--- src/rtl/store_buffer_drain_ctrl_if.sv ---
// Shared types and the data-memory port bundle for the store buffer drain controller.
package store_buffer_drain_ctrl_pkg;

  // Entry at the head of the retire store buffer.
  typedef struct packed {
    logic [31:0] addr;
    logic [31:0] value;
    logic [2:0]  mem_size;
  } sq_entry_packet_t;

  typedef enum logic [1:0] {
    MEM_NONE  = 2'd0,
    MEM_LOAD  = 2'd1,
    MEM_STORE = 2'd2
  } mem_cmd_e;

endpackage

interface store_buffer_drain_ctrl_if;
  logic [1:0]  mem_cmd;
  logic [31:0] mem_addr;
  logic [31:0] mem_data;
  logic [2:0]  mem_size;
  logic        mem_ack;
  logic        mem_rd_valid;
  logic [31:0] mem_rd_data;

  modport master (
    output mem_cmd, mem_addr, mem_data, mem_size,
    input  mem_ack, mem_rd_valid, mem_rd_data
  );

  modport slave (
    input  mem_cmd, mem_addr, mem_data, mem_size,
    output mem_ack, mem_rd_valid, mem_rd_data
  );
endinterface

--- src/rtl/store_buffer_drain_ctrl.sv ---
// Arbitrates the single D-memory port between store buffer drain and load misses.
module store_buffer_drain_ctrl
  import store_buffer_drain_ctrl_pkg::*;
#(
  parameter int unsigned SB_DEPTH   = 8,
  parameter int unsigned HIGH_WM    = 6,
  parameter int unsigned STARVE_MAX = 4,
  localparam int unsigned CW        = $clog2(SB_DEPTH) + 1
) (
  input  logic                clock,
  input  logic                reset,
  input  logic                sb_empty,
  input  logic [CW-1:0]       sb_count,
  input  sq_entry_packet_t    sb_head,
  output logic                sb_rd_en,
  input  logic                ld_req,
  input  logic [31:0]         ld_addr,
  input  logic [2:0]          ld_size,
  output logic                ld_gnt,
  output logic                ld_done,
  output logic [31:0]         ld_data,
  input  logic                flush_i,
  output logic                drain_done,
  store_buffer_drain_ctrl_if.master mem
);

  localparam int unsigned SW = $clog2(STARVE_MAX + 1);

  typedef enum logic [1:0] {IDLE, ST_ISSUE, LD_ISSUE, LD_WAIT} state_e;

  state_e          state, state_nxt;
  logic [SW-1:0]   starve_cnt, starve_nxt;
  logic            flush_active, flush_nxt;
  logic [31:0]     ld_addr_q;
  logic [2:0]      ld_size_q;
  logic            ld_latch;
  logic            force_st;

  // State, counters, load latch and registered load-return outputs.
  always_ff @(posedge clock) begin
    if (reset) begin
      state        <= IDLE;
      starve_cnt   <= '0;
      flush_active <= 1'b0;
      ld_addr_q    <= '0;
      ld_size_q    <= '0;
      ld_done      <= 1'b0;
      ld_data      <= '0;
    end else begin
      state        <= state_nxt;
      starve_cnt   <= starve_nxt;
      flush_active <= flush_nxt;
      if (ld_latch) begin
        ld_addr_q <= ld_addr;
        ld_size_q <= ld_size;
      end
      ld_done <= (state == LD_WAIT) && mem.mem_rd_valid;
      if ((state == LD_WAIT) && mem.mem_rd_valid) begin
        ld_data <= mem.mem_rd_data;
      end
    end
  end

  // Next-state arbitration and memory command decode; everything gated off during reset.
  always_comb begin
    state_nxt    = state;
    starve_nxt   = starve_cnt;
    flush_nxt    = flush_active | flush_i;
    sb_rd_en     = 1'b0;
    ld_gnt       = 1'b0;
    drain_done   = 1'b0;
    ld_latch     = 1'b0;
    mem.mem_cmd  = MEM_NONE;
    mem.mem_addr = '0;
    mem.mem_data = '0;
    mem.mem_size = '0;
    force_st     = flush_active | (sb_count >= CW'(HIGH_WM)) |
                   (starve_cnt >= SW'(STARVE_MAX));

    if (!reset) begin
      unique case (state)
        IDLE: begin
          if (force_st && !sb_empty) begin
            state_nxt = ST_ISSUE;
          end else if (ld_req && !flush_active) begin
            ld_gnt    = 1'b1;
            ld_latch  = 1'b1;
            state_nxt = LD_ISSUE;
            if (!sb_empty && (starve_cnt < SW'(STARVE_MAX))) begin
              starve_nxt = starve_cnt + SW'(1);
            end
          end else if (!sb_empty) begin
            state_nxt = ST_ISSUE;
          end
          if (flush_active && sb_empty) begin
            drain_done = 1'b1;
            flush_nxt  = flush_i;
          end
        end
        ST_ISSUE: begin
          mem.mem_cmd  = MEM_STORE;
          mem.mem_addr = sb_head.addr;
          mem.mem_data = sb_head.value;
          mem.mem_size = sb_head.mem_size;
          if (mem.mem_ack) begin
            sb_rd_en   = 1'b1;
            starve_nxt = '0;
            state_nxt  = IDLE;
          end
        end
        LD_ISSUE: begin
          mem.mem_cmd  = MEM_LOAD;
          mem.mem_addr = ld_addr_q;
          mem.mem_size = ld_size_q;
          if (mem.mem_ack) begin
            state_nxt = LD_WAIT;
          end
        end
        LD_WAIT: begin
          if (mem.mem_rd_valid) begin
            state_nxt = IDLE;
          end
        end
        default: state_nxt = IDLE;
      endcase
    end
  end

endmodule

--- src/flat_wrapper.sv ---
// flat-port wrapper written by rule: the top's interface ports become plain ports
module store_buffer_drain_ctrl_flat import store_buffer_drain_ctrl_pkg::*;
#(
  parameter int unsigned SB_DEPTH   = 8,
  parameter int unsigned HIGH_WM    = 6,
  parameter int unsigned STARVE_MAX = 4,
  localparam int unsigned CW        = $clog2(SB_DEPTH) + 1
)
  (clock, reset, sb_empty, sb_count, sb_head, sb_rd_en, ld_req, ld_addr, ld_size, ld_gnt, ld_done, ld_data, flush_i, drain_done, mem_mem_cmd, mem_mem_addr, mem_mem_data, mem_mem_size, mem_mem_ack, mem_mem_rd_valid, mem_mem_rd_data);
  store_buffer_drain_ctrl_if mem_i ();
  input  logic clock;
  input  logic reset;
  input  logic sb_empty;
  input  logic [CW-1:0] sb_count;
  input  sq_entry_packet_t sb_head;
  output logic sb_rd_en;
  input  logic ld_req;
  input  logic [31:0] ld_addr;
  input  logic [2:0] ld_size;
  output logic ld_gnt;
  output logic ld_done;
  output logic [31:0] ld_data;
  input  logic flush_i;
  output logic drain_done;
  output wire logic [$bits(mem_i.mem_cmd)-1:0] mem_mem_cmd;
  output wire logic [$bits(mem_i.mem_addr)-1:0] mem_mem_addr;
  output wire logic [$bits(mem_i.mem_data)-1:0] mem_mem_data;
  output wire logic [$bits(mem_i.mem_size)-1:0] mem_mem_size;
  input wire logic [$bits(mem_i.mem_ack)-1:0] mem_mem_ack;
  input wire logic [$bits(mem_i.mem_rd_valid)-1:0] mem_mem_rd_valid;
  input wire logic [$bits(mem_i.mem_rd_data)-1:0] mem_mem_rd_data;
  assign mem_mem_cmd = mem_i.mem_cmd;
  assign mem_mem_addr = mem_i.mem_addr;
  assign mem_mem_data = mem_i.mem_data;
  assign mem_mem_size = mem_i.mem_size;
  assign mem_i.mem_ack = mem_mem_ack;
  assign mem_i.mem_rd_valid = mem_mem_rd_valid;
  assign mem_i.mem_rd_data = mem_mem_rd_data;
  store_buffer_drain_ctrl #(.SB_DEPTH(SB_DEPTH), .HIGH_WM(HIGH_WM), .STARVE_MAX(STARVE_MAX)) u_core (.clock(clock), .reset(reset), .sb_empty(sb_empty), .sb_count(sb_count), .sb_head(sb_head), .sb_rd_en(sb_rd_en), .ld_req(ld_req), .ld_addr(ld_addr), .ld_size(ld_size), .ld_gnt(ld_gnt), .ld_done(ld_done), .ld_data(ld_data), .flush_i(flush_i), .drain_done(drain_done), .mem(mem_i));
endmodule
--- config.mk ---
export PLATFORM = sky130hd
export DESIGN_NAME = store_buffer_drain_ctrl_flat
export DESIGN_NICKNAME = d
export VERILOG_FILES = /design/src/rtl/store_buffer_drain_ctrl_if.sv /design/src/rtl/store_buffer_drain_ctrl.sv /design/src/flat_wrapper.sv
export SDC_FILE = /design/constraint.sdc
export NUM_CORES = 1
export LEC_CHECK = 0
export BUFFER_PORTS_ARGS = -buffer_cell sky130_fd_sc_hd__buf_2
export CORE_MARGIN = 5
export CORE_UTILIZATION = 44
export DETAILED_ROUTE_END_ITERATION = 16
export GPL_TIMING_DRIVEN = 0
export PLACE_DENSITY = 0.9
export SLEW_MARGIN = 20
export SYNTH_ARGS = -nofsm -noshare
export SYNTH_HDL_FRONTEND = slang
export SYNTH_SLANG_ARGS = --single-unit
export TNS_END_PERCENT = 30
--- constraint.sdc ---
create_clock -name clock -period 2.48 [get_ports clock]
set_input_delay 0.248 -clock clock [delete_from_list [all_inputs] [get_ports clock]]
set_output_delay 0.248 -clock clock [all_outputs]
set_load 0.03 [all_outputs]
==> results.rst, run 1 <==
.. list-table::
   :header-rows: 1

   * - Metric
     - Value
   * - Result of the run
     - complete, no violations
   * - Fraction of layout instances using a drive strength above 1
     - 0.395
   * - Largest net degree at the start of global routing
     - 14
   * - Post-route fraction of the period consumed by the critical path
     - 0.951
   * - Iter 0 DRT Violations
     - 137
   * - Endpoint arrival time on the critical path
     - 2.11 ns
   * - DRC violation count after routing
     - 0
   * - Clock edge transition at the registers on the reported setup and hold paths
     - 0.08 ns
   * - Post-layout nets
     - 876
   * - Type of the most critical hold path
     - input port to flop
   * - Total Routed Length
     - 12300 um
   * - Synthesis-stage register bit count
     - 74
   * - CP Class
     - flop to output pin
   * - DRT antenna net count
     - 0
   * - Via count of the first global-routing pass
     - 3959
   * - Horizontal extent of the die
     - 98.6 um
   * - Post-CTS setup buffers
     - 0
   * - Filler cells
     - 682
   * - GRT Util Overall
     - 0.234
   * - Critical path launch point type
     - flop
   * - Unrepaired setup endpoints after global routing
     - true
   * - Placeable core region
     - 7690 um^2
   * - Final count of negative-setup-slack endpoints
     - 0
   * - # H-tree levels
     - 3
   * - Remaining global-route overflow
     - 0
   * - Number of instances in the placed design
     - 815
   * - Final hold violations
     - 0
   * - Critical Path End Type
     - output pin
   * - Data required time at the worst endpoint
     - 2.23 ns
   * - Total power consumption of the routed design
     - 4.04 mW
   * - Pwr dens
     - 802 nW/um^2
   * - Post-synth cell types
     - 30
   * - Share of flip-flops with an asynchronous set or reset
     - 0
   * - Peak supply drop
     - 0.000560 V
   * - Worst slew margin relative to its limit
     - 0.616
   * - Summed instance area of the synthesized netlist
     - 3450 um^2
   * - Setup TNS after final layout
     - 0 ns
   * - Max Fanout on Critical Path
     - 10
   * - Maximum buffer depth of the clock tree
     - 2
   * - Number of placed I/O pins
     - 250
   * - Total CTS buffers
     - 9
   * - Total vias in the final route
     - 4178
   * - CTS tree
     - done
   * - Highest-count cells in the layout ignoring fill and taps
     - buf_2, nand2_1, dfxtp_1, a21oi_1, nor2_1
   * - Detailed placement HPWL
     - 9970 um
   * - Commonest non-fill, non-tap cell in the layout
     - buf_2
   * - Max-Cap Viols
     - 0
   * - Initial standard-cell utilization of the core
     - 0.449
   * - Post-synthesis sequential area ratio
     - 0.429
   * - Syn nets
     - 617
   * - Clock Tree Root
     - clkbuf_8
   * - Later-pin clock latency in the skew report
     - 0.34 ns
   * - Max Clock Skew
     - 0.0169 ns
   * - Final GP Congestion
     - 0.924
   * - Final Max Tran Viols
     - 0
   * - Yosys warnings
     - 0
   * - Overall die height
     - 98.6 um
   * - Area enclosed by the die boundary
     - 9710 um^2
   * - Mean Syn Cell Area
     - 7.42 um^2
   * - CTS Sinks
     - 74
   * - Num rows
     - 32
   * - Post-Syn Instances
     - 465
   * - Max Fclk
     - 424 MHz
   * - Area growth syn-to-layout
     - 46.0%
   * - Drt wl/cell
     - 14.8 um
   * - Number of inserted diodes
     - 0
   * - Layout Cells excl Fill
     - 831
   * - Detail-routed via count per cell
     - 5.03
   * - Transition at the pin with the smallest max-transition slack
     - 0.576 ns
   * - Number of enable-type register cells in the synthesized netlist
     - 0
   * - Post_cts resized
     - 5
   * - Wire length of the first global-routing pass
     - 18500 um
   * - Lkg Pwr
     - 2.42 nW
   * - Initial antenna violation count
     - 0
   * - Final core area utilization
     - 0.656
   * - Number of detailed-routing iterations run before antenna repair
     - 4
   * - Top FF cell, synth
     - dfxtp_1
   * - Total of hold buffers inserted after clock tree synthesis
     - 0
   * - Worst Hold Slack
     - 0.111 ns
   * - Port Buffer Count
     - 248
   * - Shortest period the worst path allows
     - 2.36 ns
==> cell type report <==
| cell class | count | area, um^2 | share of cell area |
|---|---|---|---|
| Buffer | 36 | 166 | 0.0330 |
| Clock buffer | 10 | 128 | 0.0253 |
| Clock inverter | 6 | 65.1 | 0.0129 |
| Inverter | 5 | 18.8 | 0.00372 |
| Multi-Input combinational cell | 350 | 1810 | 0.359 |
| Sequential cell | 74 | 1480 | 0.294 |
| Tap cell | 102 | 128 | 0.0253 |
| Timing Repair Buffer | 248 | 1240 | 0.247 |
==> Yosys cell counts, types with 2 or more instances <==
library cell  instances  area, um^2
nand2b_1              2        12.5
inv_1                 5        18.8
nand3b_1              2        15.0
o221a_2               2        22.5
a22oi_1              35         263
o21ai_0               2        10.0
and2_1               34         213
a21oi_1              69         345
dfxtp_1              74        1480
clkbuf_1             23        86.3
nor2b_1               6        37.5
buf_2                 4        20.0
buf_4                 3        22.5
ha_1                  7        87.6
buf_1                 6        22.5
nor2_1               39         146
nand2_1             139         522
==> worst max-delay path: stages (launching register included) <==
cell and delay [ns]:
dfxtp_1 0.34, inv_1 0.13, ha_1 0.20, clkbuf_2 0.29
clkbuf_1 0.34, a22oi_1 0.18, nor2_1 0.10, buf_2 0.20
==> power breakdown <==
part	internal, mW	switching (mW)
registers	1.31	0.0748
clock network	0.467	0.456
logic	0.588	1.15
total	2.36	1.68
==> cell families (layout without fill, tap and decap cells) <==
group | Yosys count | after routing | synth area share
flip-flops | 74 | 74 | 0.429
AND/OR/NAND/NOR | 226 | 226 | 0.288
AO/OA/AOI/OAI | 117 | 117 | 0.208
buffers and inverters | 41 | 305 | 0.0493
adder cells (fa/ha/maj) | 7 | 7 | 0.0254
==> path summary, 6_finish.rpt <==
path	slack [ns]	cells past startpoint	from	endpoint
worst min register to register	0.45	2	u_core.ld_data[9]	u_core.ld_data[9]
worst min-delay path	0.11	3	flush_i	u_core.flush_active
worst max register to register	0.76	7	u_core.state[0]	u_core.ld_size_q[2]
worst max-delay path	0.12	7	u_core.state[0]	mem_mem_size[0]
==> sequential cells by signal (all words and copies together), names as in the netlist <==
name and count:
u_core.ld_size_q 3, u_core.ld_data 32, u_core.starve_cnt 3, u_core.ld_done 1
u_core.flush_active 1, u_core.state 2, u_core.ld_addr_q 32
==> through the flow <==
stage	setup slack (ns)	cell area, um^2
CTS	0.0420	5020
floorplan	0.467	3450
finish	0.122	5040
global route	-0.0123	5040
detailed placement	0.131	4820
global placement	0.170	4820
==> layer usage <==
| layer | up-vias | track usage | wire length, um |
|---|---|---|---|
| met5 | - | 0 | 0 |
| met3 | 24 | 0.0842 | 1190 |
| met4 | 0 | 0.0788 | 247 |
| met1 | 1920 | 0.267 | 4720 |
| met2 | 176 | 0.406 | 6110 |
| li1 | 2058 | - | - |
No activity file was read; power rests on OpenSTA's default activity.
==> inputs of run 2 (changes only) <==
--- a/config.mk
+++ b/config.mk
@@ -8,9 +8,10 @@
 export BUFFER_PORTS_ARGS = -buffer_cell sky130_fd_sc_hd__buf_2
 export CORE_MARGIN = 5
 export CORE_UTILIZATION = 44
+export CTS_CLUSTER_DIAMETER = 100
 export DETAILED_ROUTE_END_ITERATION = 16
 export GPL_TIMING_DRIVEN = 0
-export PLACE_DENSITY = 0.9
+export PLACE_DENSITY = 0.86
 export SLEW_MARGIN = 20
 export SYNTH_ARGS = -nofsm -noshare
 export SYNTH_HDL_FRONTEND = slang
==> run 2 against run 1 <==
Against the previous run: setup slack got worse by 0.052 ns; highest routed layer is now met5; die area unchanged; count of clock-buffer cells in the layout decreased by 1; cell count shrank 0.24%; largest power group unchanged; largest cell class unchanged; core utilization grew 0.33 points.
==> results.rst, run 2 (synthesis results as in run 1) <==
.. list-table::
   :header-rows: 1

   * - Metric
     - Value
   * - Result of the run
     - complete, no violations
   * - Max Clock Skew
     - 0.0136 ns
   * - Detail-routed via count per cell
     - 4.99
   * - Initial antenna violation count
     - 1
   * - CTS Sinks
     - 74
   * - Area growth syn-to-layout
     - 46.8%
   * - Final hold violations
     - 0
   * - Final Max Tran Viols
     - 0
   * - R2r setup slk
     - 0.70 ns
   * - Shortest period the worst path allows
     - 2.41 ns
   * - Largest regs
     - u_core.ld_addr_q x32, u_core.ld_data x32
   * - Drt wl/cell
     - 14.8 um
   * - GRT Util Overall
     - 0.238
   * - Total Routed Length
     - 12300 um
   * - Num rows
     - 32
   * - Number of placed I/O pins
     - 250
   * - Total vias in the final route
     - 4133
   * - Type of the most critical hold path
     - input port to flop
   * - Total CTS buffers
     - 9
   * - Unrepaired setup endpoints after global routing
     - true
   * - # H-tree levels
     - 3
   * - Post-layout nets
     - 876
   * - Endpoint arrival time on the critical path
     - 2.16 ns
   * - Number of detailed-routing iterations run before antenna repair
     - 5
   * - DRC violation count after routing
     - 0
   * - Pwr dens
     - 833 nW/um^2
   * - Sequential cell area
     - 1480 um^2
   * - Number of instances in the placed design
     - 815
   * - Area enclosed by the die boundary
     - 9710 um^2
   * - Peak supply drop
     - 0.000578 V
   * - Placeable core region
     - 7690 um^2
   * - Final count of negative-setup-slack endpoints
     - 0
   * - Lkg Pwr
     - 2.44 nW
   * - Clock Tree Root
     - clkbuf_8
   * - Number of inserted diodes
     - 0
   * - Iter 0 DRT Violations
     - 188
   * - Max Fanout on Critical Path
     - 10
   * - Remaining global-route overflow
     - 0
   * - Detailed placement HPWL
     - 9870 um
   * - Multi-input logic area
     - 1800 um^2
   * - Total power consumption of the routed design
     - 4.22 mW
   * - Startpoint of the tightest hold check path
     - ld_addr[18]
   * - Commonest non-fill, non-tap cell in the layout
     - buf_2
   * - Delay of the slowest cell on the worst path
     - 0.37 ns
   * - Endpoint of the most critical register-to-register path
     - u_core.ld_addr_q[20]
   * - Via count of the first global-routing pass
     - 4157
   * - Highest-count cells in the layout ignoring fill and taps
     - buf_2, nand2_1, dfxtp_1, a21oi_1, nor2_1
   * - Transition at the pin with the smallest max-transition slack
     - 0.667 ns
   * - Largest net degree at the start of global routing
     - 13
   * - Overall die height
     - 98.6 um
   * - CP Class
     - flop to output pin
   * - Wire length of the first global-routing pass
     - 19000 um
   * - Layout Cells excl Fill
     - 829
   * - Initial standard-cell utilization of the core
     - 0.449
   * - Final GP Congestion
     - 0.901
   * - Max Fclk
     - 415 MHz
   * - Worst slew margin relative to its limit
     - 0.555
   * - Critical Path End Type
     - output pin
   * - Depth of the worst register-to-register path
     - 8
   * - Fraction of layout instances using a drive strength above 1
     - 0.393
   * - Later-pin clock latency in the skew report
     - 0.34 ns
   * - Horizontal extent of the die
     - 98.6 um
   * - Worst hold endpoint
     - u_core.ld_addr_q[18]
   * - Maximum buffer depth of the clock tree
     - 2
   * - Ordered list of cells on the worst path
     - inv_1, ha_1, clkbuf_2, clkbuf_1, a22oi_1, nor2_1, buf_2
   * - Max-Cap Viols
     - 0
   * - Number of cells on the worst hold path
     - 3
   * - RR Startpoint
     - u_core.state[0]
   * - CTS tree
     - done
   * - Filler cells
     - 684
   * - Worst path slowest cell
     - clkbuf_1
   * - Post-route fraction of the period consumed by the critical path
     - 0.971
   * - DRT antenna net count
     - 0
   * - Port Buffer Count
     - 248
   * - Clock edge transition at the registers on the reported setup and hold paths
     - 0.08 ns
   * - Critical path launch point type
     - flop
   * - Data required time at the worst endpoint
     - 2.23 ns
## run 2: per-layer routing
layer,part of all wire,up-vias,global-route usage
li1,-,2058,-
met1,0.39,1877,0.270
met2,0.50,167,0.418
met3,0.089,29,0.0750
met4,0.024,2,0.0903
met5,0.0011,-,0
## run 2: final cells by class
| class | count | area share |
|---|---|---|
| inverters | 5 | 0.00371 |
| multi-input cells | 350 | 0.356 |
| flip-flops and latches | 74 | 0.292 |
| repair buffers | 248 | 0.245 |
| clock buffers | 9 | 0.0245 |
| clock inverters | 5 | 0.0205 |
| well taps | 102 | 0.0252 |
| plain buffers | 36 | 0.0324 |
## run 2: how the worst max path moves through the flow
stage                          startpoint          endpoint  slack, ns  cells past startpoint
after floorplan           u_core.state[1]  mem_mem_addr[13]       0.47                      6
after global placement    u_core.state[1]  mem_mem_addr[23]       0.20                      7
after detailed placement  u_core.state[1]  mem_mem_addr[23]       0.13                      7
after CTS                 u_core.state[0]  mem_mem_addr[23]       0.03                      7
after global routing      u_core.state[0]  mem_mem_addr[26]      -0.01                      7
final                     u_core.state[0]  mem_mem_addr[24]       0.07                      7
## run 2: timing repair
| item | 4_1_cts | 5_1_grt |
|---|---|---|
| setup buffers | 0 | 0 |
| resized for setup | 6 | 8 |
| hold buffers | 0 | 0 |
| endpoints found under the setup margin | 33 | 47 |
## run 2: critical path, delay by kind of cell (launching register included)
family / cells / cell delay [ns]
simple gates: 1 / 0.12
buf+inv: 4 / 1.00
flops: 1 / 0.35
compound gates: 1 / 0.16
fa+ha+maj: 1 / 0.20
## run 2: per-stage QoR
| stage | utilization | worst slack [ns] | hold WS (ns) | TNS, ns | instance area, um^2 |
|---|---|---|---|---|---|
| after floorplan | - | 0.467 | 0.365 | 0 | 3450 |
| after global placement | 0.627 | 0.198 | 0.440 | 0 | 4820 |
| after detailed placement | 0.627 | 0.127 | 0.443 | 0 | 4820 |
| after CTS | 0.658 | 0.0250 | 0.125 | 0 | 5060 |
| after global routing | 0.659 | -0.0102 | 0.141 | -0.0266 | 5060 |
| final | 0.659 | 0.0708 | 0.139 | 0 | 5060 |
## run 2: where the power goes
group	internal [mW]	switching [mW]
clock network	0.659	0.438
logic	0.580	1.16
registers	1.31	0.0776
==> inputs of run 3 (changes only) <==
--- a/config.mk
+++ b/config.mk
@@ -6,12 +6,12 @@
 export NUM_CORES = 1
 export LEC_CHECK = 0
 export BUFFER_PORTS_ARGS = -buffer_cell sky130_fd_sc_hd__buf_2
-export CORE_MARGIN = 5
-export CORE_UTILIZATION = 44
+export CORE_AREA = 2 2 97 99
 export CTS_CLUSTER_DIAMETER = 100
+export CTS_CLUSTER_SIZE = 12
 export DETAILED_ROUTE_END_ITERATION = 16
-export GPL_TIMING_DRIVEN = 0
-export PLACE_DENSITY = 0.86
+export DIE_AREA = 0 0 99 101
+export PLACE_DENSITY = 0.77
 export SLEW_MARGIN = 20
 export SYNTH_ARGS = -nofsm -noshare
 export SYNTH_HDL_FRONTEND = slang
==> run 3 against run 2 <==
Against the previous run: cell area is 2.0% lower; combinational power is 5% lower; critical path type unchanged; power is 5.4% lower; worst hold slack worse by 0.027 ns; first-iteration DRC count is 18% lower; fmax is 7.0% higher; clock skew hardly changed; global-route usage is 2.0 points lower; count of clock-buffer cells in the layout is 2 higher.
==> results.rst, run 3 (synthesis results as in run 1) <==
.. list-table::
   :header-rows: 1

   * - Metric
     - Value
   * - CP Class
     - flop to output pin
   * - Post-CTS setup buffers
     - 0
   * - Drt wl/cell
     - 13.7 um
   * - Fraction of layout instances using a drive strength above 1
     - 0.399
   * - Total Routed Length
     - 11200 um
   * - DRC violation count after routing
     - 0
   * - Layout Cells excl Fill
     - 815
   * - Type of the most critical hold path
     - input port to flop
   * - Ordered list of cells on the worst path
     - inv_1, ha_1, buf_4, a22oi_1, nor2_1, buf_2
   * - Area enclosed by the die boundary
     - 10000 um^2
   * - Delay of the slowest cell on the worst path
     - 0.38 ns
   * - Iter 0 DRT Violations
     - 154
   * - Maximum buffer depth of the clock tree
     - 2
   * - Initial standard-cell utilization of the core
     - 0.384
   * - Number of cells on the critical path
     - 6
   * - Kind of cell adding the most delay to the critical path
     - buffers and inverters
   * - Largest net degree at the start of global routing
     - 41
   * - Critical Path End Type
     - output pin
   * - Endpoint arrival time on the critical path
     - 2.00 ns
   * - # H-tree levels
     - 3
   * - Overall die height
     - 101 um
   * - Final Max Tran Viols
     - 0
   * - Worst setup timing slack at the placement stage
     - 0.573 ns
   * - Placeable core region
     - 8980 um^2
   * - Clock edge transition at the registers on the reported setup and hold paths
     - 0.08 ns
   * - Post-route fraction of the period consumed by the critical path
     - 0.908
   * - Endpoint of the most critical register-to-register path
     - u_core.state[0]
   * - Post_cts resized
     - 0
   * - Num rows
     - 35
   * - Via count of the first global-routing pass
     - 3741
   * - Shortest period the worst path allows
     - 2.25 ns
   * - Total vias in the final route
     - 3945
   * - Final count of negative-setup-slack endpoints
     - 0
   * - Max Clock Skew
     - 0.0132 ns
   * - Depth of the worst register-to-register path
     - 6
   * - Port Buffer Count
     - 248
   * - Clock Tree Root
     - clkbuf_8
   * - Total CTS buffers
     - 9
   * - Number of placed I/O pins
     - 250
   * - Wire length of the first global-routing pass
     - 17800 um
   * - Final GP Congestion
     - 0.818
   * - Crit path launch
     - u_core.state[0]
   * - Number of inserted diodes
     - 0
   * - Commonest non-fill, non-tap cell in the layout
     - buf_2
   * - Total of hold buffers inserted after clock tree synthesis
     - 0
   * - CTS Sinks
     - 74
   * - Worst path bufs/invs
     - 3
   * - Setup TNS after final layout
     - 0 ns
   * - DRT antenna net count
     - 0
   * - Data required time at the worst endpoint
     - 2.23 ns
   * - Capturing element of the worst setup path
     - mem_mem_addr[24]
   * - Final hold violations
     - 0
   * - Transition at the pin with the smallest max-transition slack
     - 0.444 ns
   * - Max Fanout on Critical Path
     - 32
   * - Post-layout nets
     - 851
   * - Worst Hold Slack
     - 0.112 ns
   * - Worst path slowest cell
     - buf_4
   * - Filler cells
     - 893
   * - Largest regs
     - u_core.ld_addr_q x32, u_core.ld_data x32
   * - Number of instances in the placed design
     - 799
   * - GRT Util Overall
     - 0.218
   * - RR Startpoint
     - u_core.state[1]
   * - Detailed placement HPWL
     - 8420 um
   * - Pwr dens
     - 804 nW/um^2
   * - Highest-count cells in the layout ignoring fill and taps
     - buf_2, nand2_1, dfxtp_1, a21oi_1, nor2_1
   * - Area growth syn-to-layout
     - 43.9%
   * - Detail-routed via count per cell
     - 4.84
   * - Initial antenna violation count
     - 0
   * - R2r setup slk
     - 0.68 ns
   * - Final core area utilization
     - 0.553
   * - Number of detailed-routing iterations run before antenna repair
     - 5
   * - Max-Cap Viols
     - 0
   * - Later-pin clock latency in the skew report
     - 0.34 ns
   * - Remaining global-route overflow
     - 0
   * - Worst slew margin relative to its limit
     - 0.704
   * - Result of the run
     - complete, no violations
   * - Peak supply drop
     - 0.000365 V
   * - Max Fclk
     - 444 MHz
   * - Horizontal extent of the die
     - 99 um
   * - Worst Slack Setup Final
     - 0.227 ns
   * - CTS tree
     - done
   * - Unrepaired setup endpoints after global routing
     - false
   * - Lkg Pwr
     - 2.38 nW
   * - Critical path launch point type
     - flop
## run 3: cell count changes in the layout (fill, tap and decap cells not counted), moves of 2 or more
cell and delta:
buf_2 -6, clkinvlp_4 +3, buf_4 +8, clkbuf_1 -17
bufinv_16 -2, clkbuf_2 -5, buf_1 -3
## run 3: final cells by class
class / count / area (um^2) / share of cell area
Tap cell: 111 / 139 / 0.0280
Clock inverter: 5 / 61.3 / 0.0123
Sequential cell: 74 / 1480 / 0.298
Timing Repair Buffer: 259 / 1320 / 0.267
Clock buffer: 11 / 141 / 0.0285
Multi-Input combinational cell: 350 / 1800 / 0.362
Inverter: 5 / 18.8 / 0.00378
## run 3: how the worst min path moves through the flow
stage,start,end,slack [ns],cells past startpoint
5_1_grt,mem_mem_rd_data[31],u_core.ld_data[31],0.13,3
3_3_place_gp,u_core.ld_data[17],u_core.ld_data[17],0.44,2
4_1_cts,flush_i,u_core.flush_active,0.1,3
3_5_place_dp,u_core.ld_data[27],u_core.ld_data[27],0.45,2
6_report,flush_i,u_core.flush_active,0.11,3
2_1_floorplan,flush_i,u_core.flush_active,0.37,2
## run 3: metrics by stage
step / power, mW / instance area [um^2]
after floorplan: 2.57 / 3450
after global placement: 3.00 / 4760
after detailed placement: 3.06 / 4760
after CTS: 4.02 / 4960
after global routing: 4.27 / 4960
final: 3.99 / 4960
## run 3: per-layer routing
layer,vias up,GRT usage,wire length (um)
met4,0,0.0769,212
met5,-,0,0
met2,136,0.348,5310
met3,16,0.0541,802
li1,2001,-,-
met1,1792,0.288,4830
## run 3: tightest hold or removal path, delay by kind of cell
family / cells / cell delay, ns
buffers and inverters: 1 / 0.08
AND/OR/NAND/NOR: 1 / 0.06
AO/OA/AOI/OAI: 1 / 0.03
## run 3: power breakdown
group / internal, mW / total, mW / switching, mW
clock network: 0.496 / 0.958 / 0.461
logic: 0.542 / 1.65 / 1.11
registers: 1.31 / 1.38 / 0.0737
